===== src/rtl/dw_norm_rnd_pipe.sv =====
// dw_norm_rnd_pipe: three-stage normalise-and-round pipeline for sign-magnitude values.
// Stage 1 finds the leading one, stage 2 shifts and adjusts the exponent, stage 3 rounds.
// A single advance signal moves every stage at once, so bubbles travel and never collapse.
module dw_norm_rnd_pipe #(
   parameter int unsigned A_WIDTH   = 16,
   parameter int unsigned SRCH_WIND = 4,
   parameter int unsigned EXP_WIDTH = 4,
   parameter int unsigned B_WIDTH   = 10,
   parameter bit          EXP_CTR   = 1'b0,
   parameter int unsigned TAG_WIDTH = 4
) (
   input  logic                 clk,
   input  logic                 rst_n,
   input  logic                 in_valid,
   output logic                 in_ready,
   input  logic [A_WIDTH-1:0]   a_mag,
   input  logic                 a_sign,
   input  logic [EXP_WIDTH-1:0] pos_offset,
   input  logic                 sticky_bit,
   input  logic [2:0]           rnd_mode,
   input  logic [TAG_WIDTH-1:0] in_tag,
   output logic                 out_valid,
   input  logic                 out_ready,
   output logic [B_WIDTH-1:0]   b,
   output logic [EXP_WIDTH-1:0] pos,
   output logic                 no_detect,
   output logic                 pos_err,
   output logic                 out_sign,
   output logic [TAG_WIDTH-1:0] out_tag
);

   localparam int unsigned N_W = $clog2(A_WIDTH + 1);
   localparam int unsigned PW  = EXP_WIDTH + 1;
   localparam int unsigned BW1 = B_WIDTH + 1;
   // Round bit sits just below the kept mantissa; everything below it feeds sticky.
   localparam int                 RB_IDX  = int'(A_WIDTH) - int'(B_WIDTH) - 1;
   localparam logic [A_WIDTH-1:0] RB_MASK = (RB_IDX >= 0) ? (A_WIDTH'(1) << RB_IDX) : '0;
   localparam logic [A_WIDTH-1:0] LO_MASK = (RB_IDX > 0) ? (RB_MASK - A_WIDTH'(1)) : '0;

   logic adv;

   // Stage 1 registers
   logic                 s1_valid;
   logic [A_WIDTH-1:0]   s1_mag;
   logic [N_W-1:0]       s1_n;
   logic                 s1_nd;
   logic                 s1_sign;
   logic [EXP_WIDTH-1:0] s1_off;
   logic                 s1_sticky;
   logic [2:0]           s1_mode;
   logic [TAG_WIDTH-1:0] s1_tag;

   // Stage 2 registers
   logic                 s2_valid;
   logic [A_WIDTH-1:0]   s2_m;
   logic [EXP_WIDTH-1:0] s2_pos1;
   logic                 s2_e1;
   logic                 s2_nd;
   logic                 s2_sign;
   logic                 s2_sticky;
   logic [2:0]           s2_mode;
   logic [TAG_WIDTH-1:0] s2_tag;

   // Combinational stage results
   logic [N_W-1:0]       lz_c;
   logic                 found_c;
   logic [N_W-1:0]       n_c;
   logic [A_WIDTH-1:0]   m_c;
   logic [PW-1:0]        pos1_c;
   logic [B_WIDTH-1:0]   res_c;
   logic                 rb_c;
   logic                 st_c;
   logic                 inc_c;
   logic [BW1-1:0]       sum_c;
   logic                 co_c;
   logic [PW-1:0]        step_c;
   logic [B_WIDTH-1:0]   b_c;
   logic [EXP_WIDTH-1:0] pos_c;
   logic                 err_c;

   // Whole pipe advances when the output slot is empty or being drained.
   assign adv      = ~out_valid | out_ready;
   assign in_ready = adv;

   // Leading-zero count over the search window, MSB downward.
   always_comb begin
      lz_c    = '0;
      found_c = 1'b0;
      for (int i = 0; i < int'(SRCH_WIND); i++) begin
         if (!found_c) begin
            if (a_mag[int'(A_WIDTH) - 1 - i]) found_c = 1'b1;
            else                              lz_c    = lz_c + N_W'(1);
         end
      end
      n_c = found_c ? lz_c : N_W'(SRCH_WIND - 1);
   end

   // Stage 1 register: capture operands and shift amount.
   always_ff @(posedge clk) begin
      if (!rst_n) begin
         s1_valid  <= 1'b0;
         s1_mag    <= '0;
         s1_n      <= '0;
         s1_nd     <= 1'b0;
         s1_sign   <= 1'b0;
         s1_off    <= '0;
         s1_sticky <= 1'b0;
         s1_mode   <= '0;
         s1_tag    <= '0;
      end else if (adv) begin
         s1_valid  <= in_valid;
         s1_mag    <= a_mag;
         s1_n      <= n_c;
         s1_nd     <= ~found_c;
         s1_sign   <= a_sign;
         s1_off    <= pos_offset;
         s1_sticky <= sticky_bit;
         s1_mode   <= rnd_mode;
         s1_tag    <= in_tag;
      end
   end

   // Normalising shift and first exponent adjust; the extra bit is the carry/borrow.
   always_comb begin
      m_c = s1_mag << s1_n;
      if (EXP_CTR) pos1_c = {1'b0, s1_off} - PW'(s1_n);
      else         pos1_c = {1'b0, s1_off} + PW'(s1_n);
   end

   // Stage 2 register: shifted mantissa and provisional position.
   always_ff @(posedge clk) begin
      if (!rst_n) begin
         s2_valid  <= 1'b0;
         s2_m      <= '0;
         s2_pos1   <= '0;
         s2_e1     <= 1'b0;
         s2_nd     <= 1'b0;
         s2_sign   <= 1'b0;
         s2_sticky <= 1'b0;
         s2_mode   <= '0;
         s2_tag    <= '0;
      end else if (adv) begin
         s2_valid  <= s1_valid;
         s2_m      <= m_c;
         s2_pos1   <= pos1_c[EXP_WIDTH-1:0];
         s2_e1     <= pos1_c[EXP_WIDTH];
         s2_nd     <= s1_nd;
         s2_sign   <= s1_sign;
         s2_sticky <= s1_sticky;
         s2_mode   <= s1_mode;
         s2_tag    <= s1_tag;
      end
   end

   // Rounding increment, mantissa overflow renormalise and second exponent adjust.
   always_comb begin
      res_c = s2_m[A_WIDTH-1 -: B_WIDTH];
      rb_c  = |(s2_m & RB_MASK);
      st_c  = s2_sticky | (|(s2_m & LO_MASK));
      case (s2_mode)
         3'b000:         inc_c = rb_c & (st_c | res_c[0]);
         3'b010:         inc_c = ~s2_sign & (rb_c | st_c);
         3'b011:         inc_c = s2_sign & (rb_c | st_c);
         3'b100, 3'b110: inc_c = rb_c;
         3'b101:         inc_c = rb_c | st_c;
         default:        inc_c = 1'b0;
      endcase
      sum_c = {1'b0, res_c} + BW1'(inc_c);
      co_c  = sum_c[B_WIDTH];
      b_c   = co_c ? {1'b1, sum_c[B_WIDTH-1:1]} : sum_c[B_WIDTH-1:0];
      if (EXP_CTR) step_c = {1'b0, s2_pos1} + PW'(1);
      else         step_c = {1'b0, s2_pos1} - PW'(1);
      pos_c = co_c ? step_c[EXP_WIDTH-1:0] : s2_pos1;
      err_c = s2_e1 | (co_c & step_c[EXP_WIDTH]);
   end

   // Output register: held stable while the result waits for out_ready.
   always_ff @(posedge clk) begin
      if (!rst_n) begin
         out_valid <= 1'b0;
         b         <= '0;
         pos       <= '0;
         no_detect <= 1'b0;
         pos_err   <= 1'b0;
         out_sign  <= 1'b0;
         out_tag   <= '0;
      end else if (adv) begin
         out_valid <= s2_valid;
         b         <= b_c;
         pos       <= pos_c;
         no_detect <= s2_nd;
         pos_err   <= err_c;
         out_sign  <= s2_sign;
         out_tag   <= s2_tag;
      end
   end

endmodule

===== config.mk =====
export PLATFORM = sky130hd
export DESIGN_NAME = dw_norm_rnd_pipe
export DESIGN_NICKNAME = d
export VERILOG_FILES = /design/src/rtl/dw_norm_rnd_pipe.sv
export SDC_FILE = /design/constraint.sdc
export NUM_CORES = 1
export LEC_CHECK = 0
export ABC_AREA = 1
export BUFFER_PORTS_ARGS = -buffer_cell sky130_fd_sc_hd__clkbuf_2
export CORE_UTILIZATION = 45
export CTS_CLUSTER_DIAMETER = 60
export DETAILED_ROUTE_END_ITERATION = 8
export GPL_TIMING_DRIVEN = 0
export PLACE_DENSITY = 0.72
export RECOVER_POWER = 100
export SYNTH_ARGS = -nofsm -noshare
export SYNTH_HDL_FRONTEND = slang
export SYNTH_SLANG_ARGS = --single-unit

===== constraint.sdc =====
create_clock -name clk -period 4.7 [get_ports clk]
set_clock_uncertainty 0.15 [all_clocks]
set_input_delay 0.235 -clock clk [delete_from_list [all_inputs] [get_ports clk]]
set_output_delay 0.235 -clock clk [all_outputs]
set_load 0.05 [all_outputs]

== Yosys cells after proc, flatten, opt, wreduce, memory -nomap -nowiden ==
Cells that the tools add are included.

* Output and inout port bits: 23
* Bits in registers: 90
* Bits of input ports: 33
* Logic and storage cells: 70

* Bitwise gates (word level): 12
* Add/sub/neg operators: 6
* Equality and inequality tests: 5
* Shift-type cells: 1
* Reduce and logical (&&, ||, !) cells: 3
* Muxes and demuxes: 18

{| class="wikitable"
|+ Operators with widths
! cell !! count
|-
| $mux 5 || 7
|-
| $shl 16x5->16 || 1
|-
| $add 5x1->5 const B || 3
|-
| $add 10x1->11 || 1
|-
| $mux 10 || 1
|-
| $eq 3x3->1 const B || 3
|-
| $mux 1 || 8
|-
| $eq 3x2->1 const B || 2
|-
| $add 4x5->5 || 1
|-
| $or 1x1->1 || 5
|-
| $pmux 1 s5 || 1
|-
| $reduce_or 5->1 || 1
|-
| $sub 4x1->5 const B || 1
|-
| $and 1x1->1 || 4
|-
| $mux 4 || 1
|-
| $logic_not 3->1 || 1
|-
| $not 1->1 || 3
|-
| $reduce_or 2->1 || 1
|}

== Depth between registers and ports, before layout ==
Gate-level depths: netlist of run 1.

* Depth in word-level cells: 11
* Depth in mapped cells: 16
* Depth with buffers taken out: 16

== Worst setup path after synthesis of run 1 ==
No wires, ideal clock.

* Path kind: register -> register
* Start point: register s2_mode[1]
* End point: register b[7]
* Period minus slack after synthesis: 2142 ps
* Data arrival time: 1859 ps
* Library setup time: 132 ps
* Path buffers: 1
* Path slack: 2558 ps
* Data required time: 4418 ps
* Cell stages (with the launch flop): 16
* Cells stage by stage: dfxtp_1 > nand2_1 > xor2_1 > a21oi_1 > nor2_1 > nor2_1 > ha_1 > ha_1 > nand2_2 > nor3_4 > nand2_2 > buf_6 > nand2_1 > inv_1 > nand3_1 > a21oi_1

* Longest elaborated chain between the ends: 5
* Elaborated cells between the ends (all ways): 10
* Classes of those cells: 1 x add/sub; 5 x eq/ne; 2 x mux; 2 x reduce/logical

{| class="wikitable"
|+ Ends and longest elaborated chain
! element !! RTL line !! text
|-
| start, declared || 61 || <nowiki>logic [2:0] s2_mode;</nowiki>
|-
| start signal, assigned || 150 || <nowiki>s2_mode <= s1_mode;</nowiki>
|-
| $eq 3x3->1 || 160 || <nowiki>case (s2_mode)</nowiki>
|-
| $reduce_or 2->1 || 160 ||
|-
| $pmux 1 s5 (*) || 160 ||
|-
| $add 10x1->11 (*) || 168 || <nowiki>sum_c = {1'b0, res_c} + BW1'(inc_c);</nowiki>
|-
| $mux 10 (*) || 170 || <nowiki>b_c = co_c ? {1'b1, sum_c[B_WIDTH-1:1]} : sum_c[B_WIDTH-1:0];</nowiki>
|-
| end signal, assigned || 181 || <nowiki>b <= '0;</nowiki>
|-
| end signal, assigned || 189 || <nowiki>b <= b_c;</nowiki>
|-
| end, declared || 24 || <nowiki>output logic [B_WIDTH-1:0] b,</nowiki>
|}

Mark *: on every way between the ends. The rest lies on a longest branch, timed or not.
A chain may end at the register's enable or synchronous reset.

== Final worst setup path of run 1 ==
* Start point: register out_valid
* End point: output in_ready

* Longest elaborated chain between the ends: 2

{| class="wikitable"
|+ Ends and longest elaborated chain
! element !! RTL line !! text
|-
| start, declared || 22 || <nowiki>output logic out_valid,</nowiki>
|-
| start signal, assigned || 188 || <nowiki>out_valid <= s2_valid;</nowiki>
|-
| $not 1->1 || 82 || <nowiki>assign adv = ~out_valid | out_ready;</nowiki>
|-
| $or 1x1->1 || 82 ||
|-
| end, declared || 15 || <nowiki>output logic in_ready,</nowiki>
|}

No other way between the ends.

==> results.txt, run 1 <==
----------------------------------------------------
[Drt]
  Drt first pass iters ... 5
  Routed wire length ... 11300 um
  Detailed route wirelength on metal2 ... 5197 um
  Average wire length per cell after detail routing ... 13.68 um
  Number of vias after detailed routing ... 4352
  Highest signal layer in the routed design ... met4
  Antenna viol nets, final ... 0
  Post-route DRC violation count ... 0
  Number of DRC violations after detailed-routing iteration 0 ... 342
  Length of routed wiring on met1 ... 5395 um
  Vias/cell ... 5.269
  Total met3 wirelength after detailed routing ... 489 um

[Worst setup path]
  Beginning of the worst register-to-register path ... s2_sticky$_SDFFE_PN0P_
  Kind of start point of the critical path ... flip-flop
  Required arrival time at the worst endpoint ... 4.32 ns
  Register-to-Register Path Depth ... 16
  Type of the worst setup path ... flip-flop to output pin
  Reg2reg setup slack ... 1.72 ns
  End point of the critical path ... in_ready
  Start point of the critical path ... out_valid$_SDFFE_PN0P_
  Crit path largest cell delay ... 0.52 ns
  End of the worst register-to-register path ... b[7]$_SDFFE_PN0P_
  Crit-path max FO ... 10
  Critical Path End Type ... output pin
  Crit path DAT ... 2.65 ns
  Critical Path Slowest Stage Cell ... clkbuf_1
  Most Frequent Cell on Critical Path ... clkbuf_1
  List of cells traversed by the critical path ... inv_1 -> nor2_1 -> inv_1 -> clkbuf_1 -> clkbuf_1 -> clkbuf_1

[Synth]
  Number of different library cells in the post-synthesis netlist ... 27
  Mapped Avg Cell Area ... 6.855 sq um
  Fraction of the yosys area taken by sequential cells ... 41.92%
  Cell type with the largest total area after synthesis ... dfxtp_1
  Post-synthesis instance area ... 4250 sq um
  Yosys top cell area share ... 41.92%
  Post-synth net total ... 663
  Syn Inst Count ... 620
  Count of state elements after synthesis ... 89
  Ranking of synthesized cells by area ... dfxtp_1 42%, nand2_1 10%, nor2_1 10%
  Total of warnings raised by yosys ... 0

[STA]
  Number of endpoints failing setup at the final stage ... 0
  Final min period ... 3.031 ns
  Max-slew violation count ... 0
  Worst slack on hold paths ... 0.02069 ns
  Total negative slack for setup checks ... 0 ns
  Worst slew pin tran ... 0.6133 ns
  Maximum frequency from static timing analysis ... 329.9 MHz
  Number of failing hold endpoints at the final stage ... 0
  Worst slew margin relative to its limit ... 58.96%
  Final Cycle Share ... 64.48%
  Setup repair after global routing missed its margin ... false

[GRT]
  Via count of the first global-routing pass ... 3971
  Largest net degree at the start of global routing ... 17
  Overall Global Routing Usage ... 23.80%
  Gr ovfl total ... 0
  Number of antenna violations at the first check in global routing ... 0
  Wire length of the first global-routing pass ... 18590 um

[Run]
  Max capacitance violation total ... 0

[Status]
  Outcome ... finished clean

[Die]
  Horizontal die dimension ... 99.19 um
  Count of pins on the block boundary ... 56
  Row count ... 35
  Die height ... 99.19 um
  Initial standard-cell utilization of the core ... 46.22%
  Die area ... 9838 sq um
  Area of the core ... 9196 sq um

[Clock network]
  Post-cts gate resize count ... 0
  Root Driver ... clkbuf_8
  Cts bufs inserted ... 9
  Worst-Skew Late Latency ... 0.36 ns
  CTS max path bufs ... 2
  Sink Count ... 89
  Clock tree from TritonCTS ... built
  Register clock-pin slew on the reported worst setup and hold paths ... 0.10 ns
  H-tree levels ... 3

[Placed design]
  Final weighted congestion in routability-driven placement ... 0.9203
  Number of instances in the placed design ... 786
  Buffers on Ports ... 55
  Half-perimeter wire length after detailed placement ... 8154 um

[Layout]
  FF/Latch Area ... 1782 sq um
  Fill count ... 962
  Fin nets ... 753
  Multi-input logic area ... 2103 sq um
  Area growth from synthesis to final layout ... 17.99%
  Fraction of final layout cells with drive strength greater than 1 ... 8.811%
  ANT cells ... 0
  Final Non-Filler Cells ... 826
  Final core area utilization ... 54.53%

[Power]
  Overall power consumption ... 1635 uW
  Leakage power ... 0.002330 uW
  Worst vdd ir ... 168.9 uV
  Power per cell area ... 326.0 nW/um^2

[Hold path]
  Class of the tightest hold or removal check ... primary input to flip-flop

----------------------------------------------------
[per-layer routing]
| metal | GRT usage, % | vias up |
|---|---|---|
| li1 | - | 2193 |
| met1 | 31.24 | 2021 |
| met2 | 39.48 | 123 |
| met3 | 3.022 | 15 |
| met4 | 10.41 | 0 |
| met5 | 0 | - |
[area by class of cell]
class / count / area share (%)
multi-input combinational: 449 / 41.94
timing repair buffer: 79 / 9.706
clock buffer: 10 / 2.545
inverter: 47 / 3.518
buffer: 35 / 2.969
clock inverter: 6 / 1.023
sequential: 89 / 35.53
tap: 111 / 2.769
[state kept, by name (all words and copies together) (netlist names), 3 cells and up]
register / count
s1_mag: 16
out_tag: 4
s2_mode: 3
s2_pos1: 4
b: 10
s1_n: 4
s1_mode: 3
s1_tag: 4
s2_m: 16
s2_tag: 4
s1_off: 4
pos: 4
[synth_stat cells]
master and count:
or2_2 3, ha_1 9, nor2_2 1, nand3b_1 1
nand2_2 2, nand4_1 3, o21bai_1 2, a21oi_1 41
nor2_1 113, clkbuf_1 18, inv_2 4, xor2_1 6
dfxtp_1 89, nand2_1 116, nor3_4 1, o21ai_1 4
fa_1 1, nor3_1 1, xnor2_1 3, buf_2 11
nand3_1 65, o21ai_0 72, buf_6 2, buf_4 4
inv_1 43, a31oi_1 2, a22oi_1 3
[worst max-delay path, delay by kind of cell, from the launching register on]
family | cells | cell delay, ns
buffers and inverters | 5 | 1.83
DFF | 1 | 0.32
and+or+nand+nor | 1 | 0.13
[kinds of logic after synthesis]
logic type	synth area share (%)
simple gates	29.88
flops	41.92
compound gates	14.95
fa+ha+maj	3.120
xor+xnor	1.855
buf+inv	8.272
[worst min-delay path by stage]
stage,from,endpoint,slack [ns],cells after the start
floorplan,a_mag[12],s1_n[2]$_SDFFE_PN0P_,0.24,2
global placement,s2_valid$_SDFFE_PN0P_,s2_valid$_SDFFE_PN0P_,0.29,2
detailed placement,s2_valid$_SDFFE_PN0P_,s2_valid$_SDFFE_PN0P_,0.31,2
CTS,a_mag[14],s1_mag[14]$_SDFFE_PN0P_,0.003,3
global route,pos_offset[0],s1_off[0]$_SDFFE_PN0P_,0.02,3
finish,a_mag[14],s1_mag[14]$_SDFFE_PN0P_,0.02,3
[cells in the final DEF, fill, tap and decap left out]
cell type      synthesis  layout
o21bai_1               2       2
fa_1                   1       1
nor2_1               113     114
a21oi_1               41      41
clkbuf_1              18      51
or2_2                  3       3
nand2_1              116     116
inv_1                 43      44
nand4_1                3       3
nor3_1                 1       2
nand2_2                2       2
inv_6                  0       1
buf_2                 11       5
inv_8                  0       1
xnor2_1                3       3
dfxtp_1               89      89
inv_2                  4       3
clkinv_4               0       1
clkbuf_8               0       9
o21ai_1                4       1
dlygate4sd3_1          0      24
clkbuf_2               0      32
a31oi_1                2       2
nand3b_1               1       1
clkinvlp_4             0       3
xor2_1                 6       6
nand3_1               65      65
ha_1                   9       9
buf_4                  4       3
a22oi_1                3       3
o21ai_0               72      75
[what timing repair did]
item / CTS / global route
setup buffers: 0 / 0
hold endpoints to repair: 24 / 0
hold buffers: 24 / 0
setup endpoints to repair: 0 / 0
[power breakdown]
part,switching [uW],internal (uW)
sequential,35.9,807
clock,299,199
combinational,193,101
total,528,1110
[stage by stage]
| stage | worst slack (ns) | cell area [sq um] |
|---|---|---|
| finish | 1.669 | 5015 |
| global route | 1.460 | 5015 |
| CTS | 2.100 | 5084 |
| detailed placement | 2.103 | 4664 |
| global placement | 2.175 | 4664 |
| floorplan | 2.558 | 4250 |
Power figures use the tool's default switching activity.
==> inputs of run 2 (changes only) <==
- PLACE_DENSITY: 0.72 -> 0.74
- clock period: 4.7 -> 2.5 ns (I/O delays scaled with it)
==> run 2 against run 1 <==
  * Routed wire length grew 2.5%
  * Sequential power up 89%
  * Sequential cell count did not move
==> results.txt, run 2 (same netlist as run 1, synthesis figures left out) <==
----------------------------------------------------
[Power]
  Share of total power in combinational logic ... 18.1%
  Switching Share ... 31.16%
  Internal portion of total power ... 2203 uW
  Relative contribution of sequential cells to total power ... 49.6%
  Power share of the clock group ... 32.2%
  Worst vdd ir ... 386.6 uV
  Switching component of the power ... 997.2 uW
  Leakage power ... 0.002443 uW
  Power per cell area ... 612.8 nW/um^2

[Worst setup path]
  Reg2reg setup slack ... 0.09 ns
  Critical Path End Type ... flip-flop
  Kind of start point of the critical path ... flip-flop
  Type of the worst setup path ... flip-flop to flip-flop
  Crit-path max FO ... 3
  End of the worst register-to-register path ... b[4]$_SDFFE_PN0P_
  Beginning of the worst register-to-register path ... s2_sticky$_SDFFE_PN0P_
  Required arrival time at the worst endpoint ... 2.67 ns
  Register-to-Register Path Depth ... 17
  Crit path DAT ... 2.58 ns

[Clock network]
  Clock tree from TritonCTS ... built
  Sink Count ... 89
  Worst-Skew Late Latency ... 0.37 ns
  Register clock-pin slew on the reported worst setup and hold paths ... 0.10 ns
  H-tree levels ... 3
  Cts bufs inserted ... 9
  Root Driver ... clkbuf_8
  CTS max path bufs ... 2

[GRT]
  Gr ovfl total ... 0
  Number of antenna violations at the first check in global routing ... 0
  Via count of the first global-routing pass ... 4186
  Wire length of the first global-routing pass ... 19190 um
  Overall Global Routing Usage ... 24.70%
  Largest net degree at the start of global routing ... 17

[Drt]
  Antenna viol nets, final ... 0
  Number of vias after detailed routing ... 4416
  Vias/cell ... 5.282
  Number of DRC violations after detailed-routing iteration 0 ... 268
  Average wire length per cell after detail routing ... 13.86 um
  Post-route DRC violation count ... 0
  Drt first pass iters ... 5
  Routed wire length ... 11590 um

[Placed design]
  Final weighted congestion in routability-driven placement ... 0.9295
  Buffers on Ports ... 55
  Half-perimeter wire length after detailed placement ... 8217 um
  Area after DPL ... 4664 sq um

[Hold path]
  Min-Delay Endpoint ... s1_mag[4]$_SDFFE_PN0P_
  Number of stages on the worst hold path ... 4
  Class of the tightest hold or removal check ... primary input to flip-flop
  Hold Path Origin ... rst_n

[STA]
  Worst slew pin tran ... 0.6068 ns
  Number of failing hold endpoints at the final stage ... 0
  Final min period ... 2.412 ns
  Number of endpoints failing setup at the final stage ... 0
  Worst slew margin relative to its limit ... 59.72%
  Final Cycle Share ... 96.49%
  Max-slew violation count ... 0
  Maximum frequency from static timing analysis ... 414.5 MHz
  Setup repair after global routing missed its margin ... true
  Worst slack on hold paths ... 0.1787 ns

[Die]
  Area of the core ... 9196 sq um
  Die height ... 99.19 um
  Horizontal die dimension ... 99.19 um
  Initial standard-cell utilization of the core ... 46.22%
  Row count ... 35
  Count of pins on the block boundary ... 56
  Die area ... 9838 sq um

[Layout]
  Fin nets ... 763
  Fill count ... 920
  Area growth from synthesis to final layout ... 22.87%
  Most common library cell in the layout ignoring fill and taps ... nand2_1
  Post-route cell area ... 5223 sq um
  ANT cells ... 0
  Fraction of final layout cells with drive strength greater than 1 ... 13.24%
  FF/Latch Area ... 1788 sq um
  Multi-input logic area ... 2167 sq um
  Commonest non-fill, non-tap cells in the layout ... 114 x nand2_1, 112 x nor2_1, 84 x dfxtp_1
  Registers with the highest flip-flop counts ... s1_mag: 16 flops, s2_m: 16 flops, b: 10 flops

[Status]
  Outcome ... finished clean

[Run]
  Max capacitance violation total ... 0

----------------------------------------------------
[run 2: worst max-delay path, cell delays in order (launching register included)]
cell	delay, ns
dfxtp_2	0.38
nor2_2	0.06
nand3_2	0.11
o21ai_2	0.06
a21oi_1	0.14
nor2_1	0.05
nor2_1	0.16
ha_2	0.23
ha_4	0.16
nand2_4	0.06
nor3_4	0.20
nand2_2	0.11
buf_4	0.15
nor2_1	0.13
nor2_1	0.06
nand2_1	0.06
nand2_1	0.05
inv_1	0.04
[run 2: timing repair]
| item | 4_1_cts | 5_1_grt |
|---|---|---|
| endpoints found under the hold margin | 32 | 0 |
| buffers inserted | 1 | 2 |
| resized for setup | 3 | 17 |
| hold buffers | 30 | 0 |
| setup endpoints to repair | 7 | 13 |
| gates cloned | 0 | 1 |
| pin swaps | 1 | 5 |
[run 2: area by class of cell]
type                       count  share of cell area (%)
buffer                        35                   3.354
clock buffer                  10                   2.444
clock inverter                 6                   1.414
inverter                      47                   3.378
multi-input combinational    449                   41.49
sequential                    89                   34.24
tap                          111                   2.659
timing repair buffer          89                   11.02
[run 2: per-stage QoR]
| step | worst slack (ns) | total power, uW | TNS (ns) | cells | utilization [%] |
|---|---|---|---|---|---|
| 6_report | 0.08764 | 3200 | 0 | 836 | 56.79 |
| 5_1_grt | -0.02906 | 3360 | -0.1772 | 836 | 56.79 |
| 4_1_cts | 0.05835 | 3188 | 0 | 833 | 56.35 |
| 3_5_place_dp | -0.08083 | 2142 | -0.3321 | 786 | 50.72 |
| 3_3_place_gp | -0.01779 | 2128 | -0.01802 | 786 | 50.72 |
| 2_1_floorplan | 0.3582 | 1985 | 0 | 620 | - |
[run 2: worst max path at each step]
stage / from / endpoint / cells past startpoint
4_1_cts: s2_sticky$_SDFFE_PN0P_ / b[7]$_SDFFE_PN0P_ / 16
5_1_grt: s2_sticky$_SDFFE_PN0P_ / b[0]$_SDFFE_PN0P_ / 17
3_5_place_dp: s2_sticky$_SDFFE_PN0P_ / b[7]$_SDFFE_PN0P_ / 16
3_3_place_gp: s2_sticky$_SDFFE_PN0P_ / b[7]$_SDFFE_PN0P_ / 16
2_1_floorplan: s2_mode[1]$_SDFFE_PN0P_ / b[7]$_SDFFE_PN0P_ / 15
6_report: s2_sticky$_SDFFE_PN0P_ / b[4]$_SDFFE_PN0P_ / 17
[run 2: metal layers]
metal | share of wire (%) | GRT usage [%] | vias up
li1 | - | - | 2209
met2 | 46 | 41.04 | 127
met3 | 4.8 | 3.654 | 38
met4 | 3.8 | 12.44 | 0
met5 | 0 | 0 | -
met1 | 45 | 31.41 | 2042
[run 2: power by group through the flow]
| stage | logic [uW] | registers, uW | clock network, uW |
|---|---|---|---|
| after floorplan | 307 | 1680 | 0 |
| after global placement | 515 | 1610 | 0 |
| after detailed placement | 526 | 1620 | 0 |
| after CTS | 568 | 1580 | 1040 |
| after global routing | 649 | 1600 | 1110 |
| final | 580 | 1590 | 1030 |
==> inputs of run 3 (changes only) <==
- REMOVE_ABC_BUFFERS: not set -> 1
==> run 3 against run 2 <==
  * Die area stayed put
  * Cell area decreased by 1.8%
  * Maximum frequency up 2.2%
  * Worst setup slack better by 0.053 ns
  * Non-clock buffer count is 30 lower
  * First-iteration DRC count is 10% lower
  * Clock power down 7%
  * Routed wire length down 17%
  * Sequential cell count is the same
  * Critical path type unchanged
  * Critical endpoint is now b[7]$_SDFFE_PN0P_
  * Largest cell class unchanged
==> results.txt, run 3 (same netlist as run 1, synthesis figures left out) <==
----------------------------------------------------
[GRT]
  Met3 routing resource usage after global routing ... 3.795%
  Largest net degree at the start of global routing ... 81
  Via count of the first global-routing pass ... 3769
  Gr ovfl total ... 0
  Routing usage on met2 ... 35.34%
  GR Layer Usage met1 ... 25.52%
  Most crowded layer after global routing ... met2
  Number of antenna violations at the first check in global routing ... 0
  Overall Global Routing Usage ... 20.45%
  Wire length of the first global-routing pass ... 16340 um

[Worst setup path]
  Critical Path End Type ... flip-flop
  Required arrival time at the worst endpoint ... 2.56 ns
  Number of buffers and inverters on the critical path ... 1
  Crit path DAT ... 2.42 ns
  Critical Path Slowest Stage Cell ... dfxtp_2
  Depth of the critical timing path with buffers and inverters included ... 15
  Crit path largest cell delay ... 0.35 ns
  Type of the worst setup path ... flip-flop to flip-flop
  Register-to-Register Path Depth ... 15
  List of cells traversed by the critical path ... nor2_2 -> nand3_2 -> o21ai_2 -> a21oi_1 -> nor2_1 -> nor2_1 -> ha_2 -> ha_4 -> nand2_4 -> nor3_4 -> nand2_4 -> nand2_2 -> inv_1 -> nand3_1 -> a21oi_1
  Kind of start point of the critical path ... flip-flop
  Top delay family on crit path ... simple AND/OR/NAND/NOR gates
  Crit-path max FO ... 12
  Beginning of the worst register-to-register path ... s2_m[2]$_SDFFE_PN0P_
  Start point of the critical path ... s2_m[2]$_SDFFE_PN0P_

[Power]
  Leakage power ... 0.002406 uW
  Relative contribution of sequential cells to total power ... 51.6%
  Share of total power in combinational logic ... 17.4%
  Switching component of the power ... 979.5 uW
  Power per cell area ... 602.3 nW/um^2
  Switching Share ... 31.70%
  Worst vdd ir ... 351.6 uV
  Power share of the clock group ... 30.9%
  Overall power consumption ... 3090 uW
  Internal portion of total power ... 2110 uW

[Clock network]
  Root Driver ... clkbuf_8
  Sink Count ... 89
  CTS max path bufs ... 2
  Register clock-pin slew on the reported worst setup and hold paths ... 0.10 ns
  Cts bufs inserted ... 9
  Clock tree from TritonCTS ... built
  H-tree levels ... 3
  Worst-Skew Late Latency ... 0.36 ns

[STA]
  Worst slew pin tran ... 1.105 ns
  Max-slew violation count ... 0
  Maximum frequency from static timing analysis ... 423.8 MHz
  Worst slack on hold paths ... 0.1468 ns
  Setup repair after global routing missed its margin ... true
  Final min period ... 2.359 ns
  Final Cycle Share ... 94.38%
  Worst slew margin relative to its limit ... 26.30%
  Number of endpoints failing setup at the final stage ... 0
  Final critical-path setup slack ... 0.1405 ns
  Number of failing hold endpoints at the final stage ... 0

[Die]
  Die area ... 9838 sq um
  Initial standard-cell utilization of the core ... 46.22%
  Horizontal die dimension ... 99.19 um
  Die height ... 99.19 um
  Area of the core ... 9196 sq um
  Count of pins on the block boundary ... 56
  Row count ... 35

[Layout]
  Commonest non-fill, non-tap cells in the layout ... 114 x nand2_1, 111 x nor2_1, 80 x dfxtp_1
  ANT cells ... 0
  Area growth from synthesis to final layout ... 20.69%
  Fraction of final layout cells with drive strength greater than 1 ... 13.06%
  Final core area utilization ... 55.78%
  Most common library cell in the layout ignoring fill and taps ... nand2_1
  Registers with the highest flip-flop counts ... s1_mag: 16 flops, s2_m: 16 flops, b: 10 flops
  Fin nets ... 735

[Drt]
  Post-route DRC violation count ... 0
  Number of vias after detailed routing ... 4108
  Number of DRC violations after detailed-routing iteration 0 ... 241
  Routed wire length ... 9610 um
  Antenna viol nets, final ... 0
  Drt first pass iters ... 5
  Vias/cell ... 5.084
  Average wire length per cell after detail routing ... 11.89 um

[Placed design]
  Worst setup timing slack at the placement stage ... -0.2778 ns
  Buffers on Ports ... 55
  Final weighted congestion in routability-driven placement ... 0.8187
  Half-perimeter wire length after detailed placement ... 5991 um

[Run]
  Max capacitance violation total ... 0

[Hold path]
  Class of the tightest hold or removal check ... primary input to flip-flop
  Hold Path Origin ... out_ready
  Number of stages on the worst hold path ... 4

[Status]
  Outcome ... finished clean

----------------------------------------------------
[run 3: power groups by stage]
stage | Clock [uW] | Combinational (uW) | Sequential, uW
final | 956 | 539 | 1600
after global placement | 0 | 470 | 1620
after CTS | 981 | 527 | 1590
after detailed placement | 0 | 485 | 1620
after floorplan | 0 | 277 | 1680
after global routing | 1040 | 611 | 1610
[run 3: worst register-to-register path: cells and delay by family, from the launching register on]
kind            cells  cell delay [ns]
flops               1             0.35
buf+inv             1             0.09
fa+ha+maj           2             0.38
compound gates      3             0.26
simple gates        9             0.98
[run 3: path summary, 6_finish.rpt]
kind                             endpoint  slack (ns)
setup reg to reg        b[7]$_SDFFE_PN0P_        0.14
hold / removal    s2_mode[0]$_SDFFE_PN0P_        0.15
hold reg to reg         b[5]$_SDFFE_PN0P_        0.32
setup / recovery        b[7]$_SDFFE_PN0P_        0.14
[run 3: layer usage]
layer | wire length [um] | share of wire [%] | up-vias
met3 | 415 | 4.3 | 18
met1 | 4521 | 47 | 1845
met4 | 182 | 1.9 | 0
met2 | 4491 | 47 | 90
met5 | 0 | 0 | -
li1 | - | - | 2155
[run 3: metrics by stage]
| stage | setup TNS, ns | cell area, sq um | instances |
|---|---|---|---|
| after CTS | 0 | 5027 | 799 |
| after global routing | -0.06116 | 5130 | 808 |
| after detailed placement | -3.392 | 4522 | 752 |
| after floorplan | -84.63 | 4075 | 585 |
| final | 0 | 5130 | 808 |
| after global placement | -154.24 | 4489 | 751 |
[run 3: area by class of cell]
| type | instances | area, sq um |
|---|---|---|
| Tap cell | 111 | 138.9 |
| Sequential cell | 89 | 1793 |
| Multi-Input combinational cell | 451 | 2186 |
| Fill cell | 933 | 4066 |
| Inverter | 47 | 181.4 |
| Clock inverter | 7 | 67.56 |
| Clock buffer | 9 | 123.9 |
| Timing Repair Buffer | 94 | 639.4 |
[run 3: what timing repair did]
| action | in CTS | in global routing |
|---|---|---|
| endpoints found under the hold margin | 32 | 0 |
| hold buffers | 30 | 0 |
| setup endpoints to repair | 27 | 15 |
| setup buffers | 0 | 8 |
| pin swaps | 1 | 10 |
| cloned | 1 | 1 |
| gates resized for setup | 2 | 26 |
